File: src/rtl/bsg_cgol_job_sched.sv
// bsg_cgol_job_sched: round-robin scheduler that lends the single decryptor
// engine to one client per job. The owner's input words pass straight into
// the engine, the engine's result words pass straight back to the owner, and
// the grant is held from the first input word until the last result word.
//
// Handshakes: a word moves on an input channel when valid & ready are both
// high in the same cycle; a result word is consumed when valid & yumi are
// both high. Valid never waits on ready/yumi.
//
// Optional build macro BSG_CGOL_JOB_SCHED_PERF_EN adds jobs_done_o, one
// 16-bit saturating completed-job counter per client.

`ifndef BSG_SAFE_CLOG2
`define BSG_SAFE_CLOG2(x) (((x) <= 1) ? 1 : $clog2(x))
`endif

module bsg_cgol_job_sched #(
    parameter int num_clients_p = 2,
    parameter int in_words_p    = 2,
    parameter int out_words_p   = 1,
    localparam int client_id_width_lp = `BSG_SAFE_CLOG2(num_clients_p),
    localparam int in_cnt_width_lp    = `BSG_SAFE_CLOG2(in_words_p + 1),
    localparam int out_cnt_width_lp   = `BSG_SAFE_CLOG2(out_words_p + 1)
) (
    input  logic                          clk_i,
    input  logic                          reset_i,
    input  logic [num_clients_p*64-1:0]   cl_data_i,
    input  logic [num_clients_p-1:0]      cl_v_i,
    output logic [num_clients_p-1:0]      cl_ready_o,
    output logic [63:0]                   cl_data_o,
    output logic [num_clients_p-1:0]      cl_v_o,
    input  logic [num_clients_p-1:0]      cl_yumi_i,
    output logic [63:0]                   eng_data_o,
    output logic                          eng_v_o,
    input  logic                          eng_ready_i,
    input  logic [63:0]                   eng_data_i,
    input  logic                          eng_v_i,
    output logic                          eng_yumi_o,
    output logic [client_id_width_lp-1:0] owner_o,
    output logic                          busy_o
`ifdef BSG_CGOL_JOB_SCHED_PERF_EN
    ,
    output logic [num_clients_p*16-1:0]   jobs_done_o
`endif
);

    typedef enum logic [1:0] {IDLE, FWD_IN, FWD_OUT} state_e;

    state_e                        state_q, state_d;
    logic [client_id_width_lp-1:0] owner_q, owner_d;
    logic [client_id_width_lp-1:0] last_grant_q, last_grant_d;
    logic [in_cnt_width_lp-1:0]    in_cnt_q, in_cnt_d;
    logic [out_cnt_width_lp-1:0]   out_cnt_q, out_cnt_d;

    logic                          grant_found;
    logic [client_id_width_lp-1:0] grant_id;
    logic [63:0]                   owner_data;
    logic                          in_xfer;
    logic                          out_xfer;
    int                            cand;

    // Round-robin pick: first requester searching upward from last_grant+1.
    always_comb begin
        grant_found = 1'b0;
        grant_id    = last_grant_q;
        cand        = 0;
        for (int i = 1; i <= num_clients_p; i++) begin
            cand = (int'(last_grant_q) + i) % num_clients_p;
            if (!grant_found && cl_v_i[client_id_width_lp'(cand)]) begin
                grant_found = 1'b1;
                grant_id    = client_id_width_lp'(cand);
            end
        end
    end

    // Select the owner's input word.
    always_comb begin
        owner_data = '0;
        for (int k = 0; k < num_clients_p; k++) begin
            if (owner_q == client_id_width_lp'(k)) begin
                owner_data = cl_data_i[k*64 +: 64];
            end
        end
    end

    // State and counter registers.
    always_ff @(posedge clk_i) begin
        if (reset_i) begin
            state_q      <= IDLE;
            owner_q      <= '0;
            last_grant_q <= client_id_width_lp'(num_clients_p - 1);
            in_cnt_q     <= '0;
            out_cnt_q    <= '0;
        end else begin
            state_q      <= state_d;
            owner_q      <= owner_d;
            last_grant_q <= last_grant_d;
            in_cnt_q     <= in_cnt_d;
            out_cnt_q    <= out_cnt_d;
        end
    end

    // Next-state and output decode; every output is forced low while reset_i is high.
    always_comb begin
        state_d      = state_q;
        owner_d      = owner_q;
        last_grant_d = last_grant_q;
        in_cnt_d     = in_cnt_q;
        out_cnt_d    = out_cnt_q;
        cl_ready_o   = '0;
        cl_data_o    = '0;
        cl_v_o       = '0;
        eng_data_o   = '0;
        eng_v_o      = 1'b0;
        eng_yumi_o   = 1'b0;
        owner_o      = '0;
        busy_o       = 1'b0;
        in_xfer      = 1'b0;
        out_xfer     = 1'b0;

        case (state_q)
            IDLE: begin
                if (grant_found) begin
                    owner_d      = grant_id;
                    last_grant_d = grant_id;
                    in_cnt_d     = '0;
                    out_cnt_d    = '0;
                    state_d      = FWD_IN;
                end
            end
            FWD_IN: begin
                busy_o              = 1'b1;
                owner_o             = owner_q;
                eng_data_o          = owner_data;
                eng_v_o             = cl_v_i[owner_q];
                cl_ready_o[owner_q] = eng_ready_i;
                in_xfer             = cl_v_i[owner_q] & eng_ready_i;
                if (in_xfer) begin
                    if (in_cnt_q == in_cnt_width_lp'(in_words_p - 1)) begin
                        in_cnt_d = '0;
                        state_d  = FWD_OUT;
                    end else begin
                        in_cnt_d = in_cnt_q + in_cnt_width_lp'(1);
                    end
                end
            end
            FWD_OUT: begin
                busy_o          = 1'b1;
                owner_o         = owner_q;
                cl_data_o       = eng_data_i;
                cl_v_o[owner_q] = eng_v_i;
                out_xfer        = eng_v_i & cl_yumi_i[owner_q];
                eng_yumi_o      = out_xfer;
                if (out_xfer) begin
                    if (out_cnt_q == out_cnt_width_lp'(out_words_p - 1)) begin
                        out_cnt_d = '0;
                        state_d   = IDLE;
                    end else begin
                        out_cnt_d = out_cnt_q + out_cnt_width_lp'(1);
                    end
                end
            end
            default: begin
                state_d = IDLE;
            end
        endcase

        if (reset_i) begin
            cl_ready_o = '0;
            cl_data_o  = '0;
            cl_v_o     = '0;
            eng_data_o = '0;
            eng_v_o    = 1'b0;
            eng_yumi_o = 1'b0;
            owner_o    = '0;
            busy_o     = 1'b0;
        end
    end

`ifdef BSG_CGOL_JOB_SCHED_PERF_EN
    logic [15:0] jobs_q [num_clients_p];
    logic        job_done;

    // A job completes on the final result consume.
    always_comb begin
        job_done = (state_q == FWD_OUT) && eng_yumi_o &&
                   (out_cnt_q == out_cnt_width_lp'(out_words_p - 1));
    end

    // Per-client saturating completed-job counters.
    always_ff @(posedge clk_i) begin
        for (int k = 0; k < num_clients_p; k++) begin
            if (reset_i) begin
                jobs_q[k] <= '0;
            end else if (job_done && (owner_q == client_id_width_lp'(k)) &&
                         (jobs_q[k] != 16'hFFFF)) begin
                jobs_q[k] <= jobs_q[k] + 16'd1;
            end
        end
    end

    // Pack counters onto the output, zero while reset_i is high.
    always_comb begin
        jobs_done_o = '0;
        for (int k = 0; k < num_clients_p; k++) begin
            jobs_done_o[k*16 +: 16] = reset_i ? 16'h0 : jobs_q[k];
        end
    end
`endif

endmodule

File: config.mk
export PLATFORM = sky130hd
export DESIGN_NAME = bsg_cgol_job_sched
export DESIGN_NICKNAME = d
export VERILOG_FILES = /design/src/rtl/bsg_cgol_job_sched.sv
export SDC_FILE = /design/constraint.sdc
export NUM_CORES = 1
export LEC_CHECK = 0
export CORE_AREA = 2 2 129 131
export DETAILED_ROUTE_END_ITERATION = 8
export DIE_AREA = 0 0 131 133
export GPL_TIMING_DRIVEN = 0
export MAX_ROUTING_LAYER = met4
export SETUP_SLACK_MARGIN = 0.1
export SYNTH_ARGS = -nofsm -noshare
export SYNTH_HDL_FRONTEND = slang
export SYNTH_SLANG_ARGS = --single-unit
File: constraint.sdc
create_clock -name clk_i -period 1.5 [get_ports clk_i]
set_input_delay 0.375 -clock clk_i [delete_from_list [all_inputs] [get_ports clk_i]]
set_output_delay 0.375 -clock clk_i [all_outputs]
set_load 0.02 [all_outputs]
* Word-level counts from Yosys, hierarchy flattened
Index checks and enable logic that the tools add are counted.
** Word-level totals
- Output and inout bits :: 136
- Logic and storage cells :: 81
- Input bits :: 200
- Register bits :: 7
** Cells by class
- $add $sub $neg :: 4
- Muxes and demuxes :: 45
- Order comparisons :: 4
- Equal/unequal tests :: 8
- Bitwise gates (word level) :: 4
- Reduce and logical (&&, ||, !) cells :: 11
** Operators with widths (count)
- $mux 64 :: 5
- $mux 1 :: 24
- $mux 2 :: 12
- $ne 2x2->1 const B :: 5
- $lt 1x3->1 const B :: 2
- $pmux 2 s3 :: 1
- $reduce_and 3->1 :: 2
- $reduce_and 5->1 :: 1
- $and 2x2->2 :: 2
- $eq 2x1->1 const B :: 2
- $pmux 2 s2 :: 1
- $reduce_bool 2->1 :: 2
- $add 1x1->1 const B :: 3
- $add 2x1->2 const B :: 1
- $and 1x1->1 :: 2
- $eq 2x2->1 const B :: 1
- $logic_and 1x1->1 :: 2
- $logic_not 2->1 :: 1
- $lt 1x2->1 const B :: 1
- $pmux 1 s2 :: 1
- $reduce_and 2->1 :: 1
- $reduce_or 2->1 :: 1
- $demux 1 s1 :: 1
- $ge 1x1->1 const B :: 1
- $logic_not 1->1 :: 1

* Longest topological paths before layout
- Depth in word-level cells :: 10
- Depth in mapped cells :: 6
- Gate-level depth less buffers :: 6

* Worst setup path after synthesis
OpenSTA, ideal clock, no wires.
- Path type :: reg-to-output
- Start point :: reg state_q[0]
- End point :: out owner_o
- Data required time :: 1.125 ns
- Path buffers :: 0
- Path slack :: -0.219 ns
- Stages on the path, launching flop included :: 5
- Arrival :: 1.344 ns
- Cell sequence :: dfxtp_1 -> inv_1 -> ha_1 -> nor2b_1 -> and2_1
** Between the ends
- Word-level cells in the longest chain between the ends :: 4
- Elaborated cells between the ends (all ways) :: 5
** Ends and longest elaborated chain
- from (decl) :: line 49 : state_e state_q, state_d;
- from (signal assigned) :: line 95 : state_q <= state_d;
- $eq 2x2->1 / $eq 2x1->1 (equally long branches) :: line 121 : case (state_q)
- $reduce_or 2->1 (no source line) *
- $mux 1 * :: line 121
- $mux 1 * :: line 168 : if (reset_i) begin
- to (decl) :: line 39 : output logic [client_id_width_lp-1:0] owner_o,
Mark *: on every way between the ends. The rest lies on a longest branch, timed or not.

* Worst setup path after layout
- Start point :: reg owner_q
- End point :: out eng_data_o[44]
** Between the ends
- Word-level cells in the longest chain between the ends :: 3
** Ends and longest elaborated chain
- from (decl) :: line 50 : logic [client_id_width_lp-1:0] owner_q, owner_d;
- from (signal assigned) :: line 96 : owner_q <= owner_d;
- $mux 64 :: line 80 : if (owner_q == client_id_width_lp'(k)) begin
- $mux 64 :: line 121
- $mux 64 :: line 168
- to (decl) :: line 33 : output logic [63:0] eng_data_o,
Every way passes these cells.

==> impl_results.md <==
* Clock Skew at 0.00152 ns
* Post-synth top cells: mux2i_1 (69), nor2_1 (69), and2_1 (65)
* Yosys warning total at 0
* Skew-Pair Late Insertion Delay at 0.23 ns
* CP Cell Sequence: buf_8 -> buf_4 -> buf_4 -> mux2i_2 -> nor2_4 -> buf_6
* Final setup viols at 137
* Drt first pass iters at 4
* Initial antenna violation count at 0
* Slew Viols, Final at 0
* Power Density at 828 nW/µm²
* Nets at 860
* Starting Density at 11.5%
* Via count at 3412
* Total GRT Usage at 15.4%
* Routed wl met3 at 983 µm
* Post-CTS Hold Buffers at 0
* Synth unique cells at 25
* Leak pwr at 3.04 nW
* CTS tree: done
* Crit path kind: reg -> out
* Residual DRC at 0
* EDFF count, synth at 0
* Highest routed layer: met4
* Least-Margin Pin Slew at 0.266 ns
* Crit-path most repeated cell: buf_4
* First-pass GRT wire length at 20300 µm
* Rel. slew slack at 81.8%
* CTS max path bufs at 2
* Filler cells at 1463
* Unrepaired setup endpoints after global routing: yes
* Top cells by area, synth: mux2i_1 (37%), and2_1 (22%), nor2_1 (14%)
* Final Hold Fails at 0
* Setup ws final at -0.439 ns
* Slowest CP cell: dfxtp_2
* Synthesized flop and latch total at 6
* Die area at 17400 µm²
* Register area at 129 µm²
* Top cell type's share of synthesized area at 37.2%
* Worst Hold Class: reg -> reg
* Primary FF master, synth: dfxtp_1
* Syn avg cell area at 6.82 µm²
* Post-DP HPWL at 11500 µm
* Diodes inserted at 0
* Max VDD drop at 429 µV
* Die H at 133 µm
* CTS root buffer: clkbuf_16
* Post-layout util at 47.6%
* Vias in the first global route at 3604
* CTS clk-pin slew, worst paths at 0.03 ns
* Worst setup SP type: flop
* Synth area leader: mux2i_1
* Overflow left after global routing at 0
* Via density at 3.91
* Final worst-path cycle share at 129%
* DRT iter0 DRCs at 44
* Mapped cell area at 1860 µm²
* Delay-heaviest family, CP: buffers and inverters
* Failing checks: negative setup slack
* Post-synthesis sequential area ratio at 6.47%
* Post-DRT Antenna Nets at 0
* Slowest stage delay, CP at 0.32 ns
* Worst EP required at 1.12 ns
* Top Ports at 336
* Shortest period the worst path allows at 1.94 ns
* Wl on met1 at 5210 µm
* Area grow syn2layout at 315%
* Clock Sinks at 6
* PortBufs at 335
* Crit path DAT at 1.56 ns
* Syn Nets at 477
* FP Rows at 47
* Metal2 WL at 8070 µm
* Multi-input gate area at 2860 µm²
* FMAX at 0.516 GHz
* Mapped Cells at 272
* Pin count of the biggest net entering global routing at 11
* DR WL/cell at 16.7 µm
* CP Capture Type: output pin
* Post-Place Setup Slack at -1.32 ns
* Post-Route WL at 14600 µm
* Bufs and invs on worst path at 4
* Die X-Extent at 131 µm
* Status: complete, but fails checks
* Asr flop ratio synth at 0%
* Share of layout cells above drive strength 1 at 63.1%
* Crit path max fanout at 10
* Max-cap violations at 0
* Core area at 16200 µm²
* Num CTS Buffers at 3
* Final RePlAce weighted congestion at 0.787
* H-Tree Depth at 1
worst reg2reg max path, delay by kind of cell (launching register included):
kind                       cells  cell delay [ns]
DFF                            1             0.37
buffers and inverters          2             0.18
AOI/OAI and AO/OA              3             0.45
adders and majority gates      1             0.24
and+or+nand+nor                1             0.19
metal layers:
metal | GRT usage, % | up-vias
li1 | - | 1660
met1 | 16.6 | 1587
met2 | 28.9 | 140
met3 | 2.39 | 25
met4 | 3.90 | 0
met5 | - | -
report_power, final:
part / internal [mW] / switching, mW
logic: 3.20 / 2.46
clock network: 0.343 / 0.101
registers: 0.213 / 0.0514
metrics by stage:
stage	cells	cell area, µm²	TNS (ns)	hold slack, ns	power, mW
6_report	873	7700	-51.24	0.479	6.37
3_3_place_gp	827	6540	-163.31	0.450	4.43
4_1_cts	862	7180	-57.36	0.480	5.87
5_1_grt	873	7700	-59.00	0.498	6.69
3_5_place_dp	827	6540	-162.77	0.476	4.50
2_1_floorplan	272	2910	-0.0814	0.440	2.94
kinds of logic after synthesis:
group | after synthesis | share of synthesized area, %
compound gates | 11 | 3.98
fa+ha+maj | 5 | 3.37
simple gates | 151 | 40.5
mux | 69 | 37.2
buf+inv | 30 | 8.43
flops | 6 | 6.47
flip-flops by register name (all words and copies together), names as in the netlist:
signal and flops:
owner_q 1, last_grant_q 1, state_q 2, in_cnt_q 2
placed cells by master, fill, tap and decap left out, types with 4 or more instances in the layout:
cell,instances
clkdlybuf4s50_1,197
buf_6,99
and2_4,65
nor2_4,64
buf_4,44
mux2i_4,34
mux2i_2,23
buf_12,12
mux2i_1,12
clkdlybuf4s15_2,12
buf_2,11
buf_8,7
clkbuf_16,7
buf_16,6
nand2_1,5
nor2_2,4
inv_1,4
dlygate4sd2_1,4
area by class of cell:
type	count	area share (%)
timing repair buffer	379	51.3
tap	220	3.58
clock buffer	3	0.975
multi-input combinational	236	37.2
sequential	6	1.67
inverter	8	0.536
buffer	21	4.75
final timing paths:
| path | slack (ns) | depth (start not counted) | endpoint | startpoint |
|---|---|---|---|---|
| worst max-delay path | -0.44 | 6 | eng_data_o[44] | owner_q |
| worst min-delay path | 0.48 | 2 | in_cnt_q[0] | in_cnt_q[0] |
| worst max register to register | -0.03 | 7 | in_cnt_q[1] | state_q[1] |
| worst min register to register | 0.48 | 2 | in_cnt_q[0] | in_cnt_q[0] |
timing repair:
action	4_1_cts	5_1_grt
setup buffers	26	13
gates cloned	6	4
setup endpoints to repair	139	140
pin swaps	5	19
resized for setup	659	188
Power figures use the tool's default switching activity.
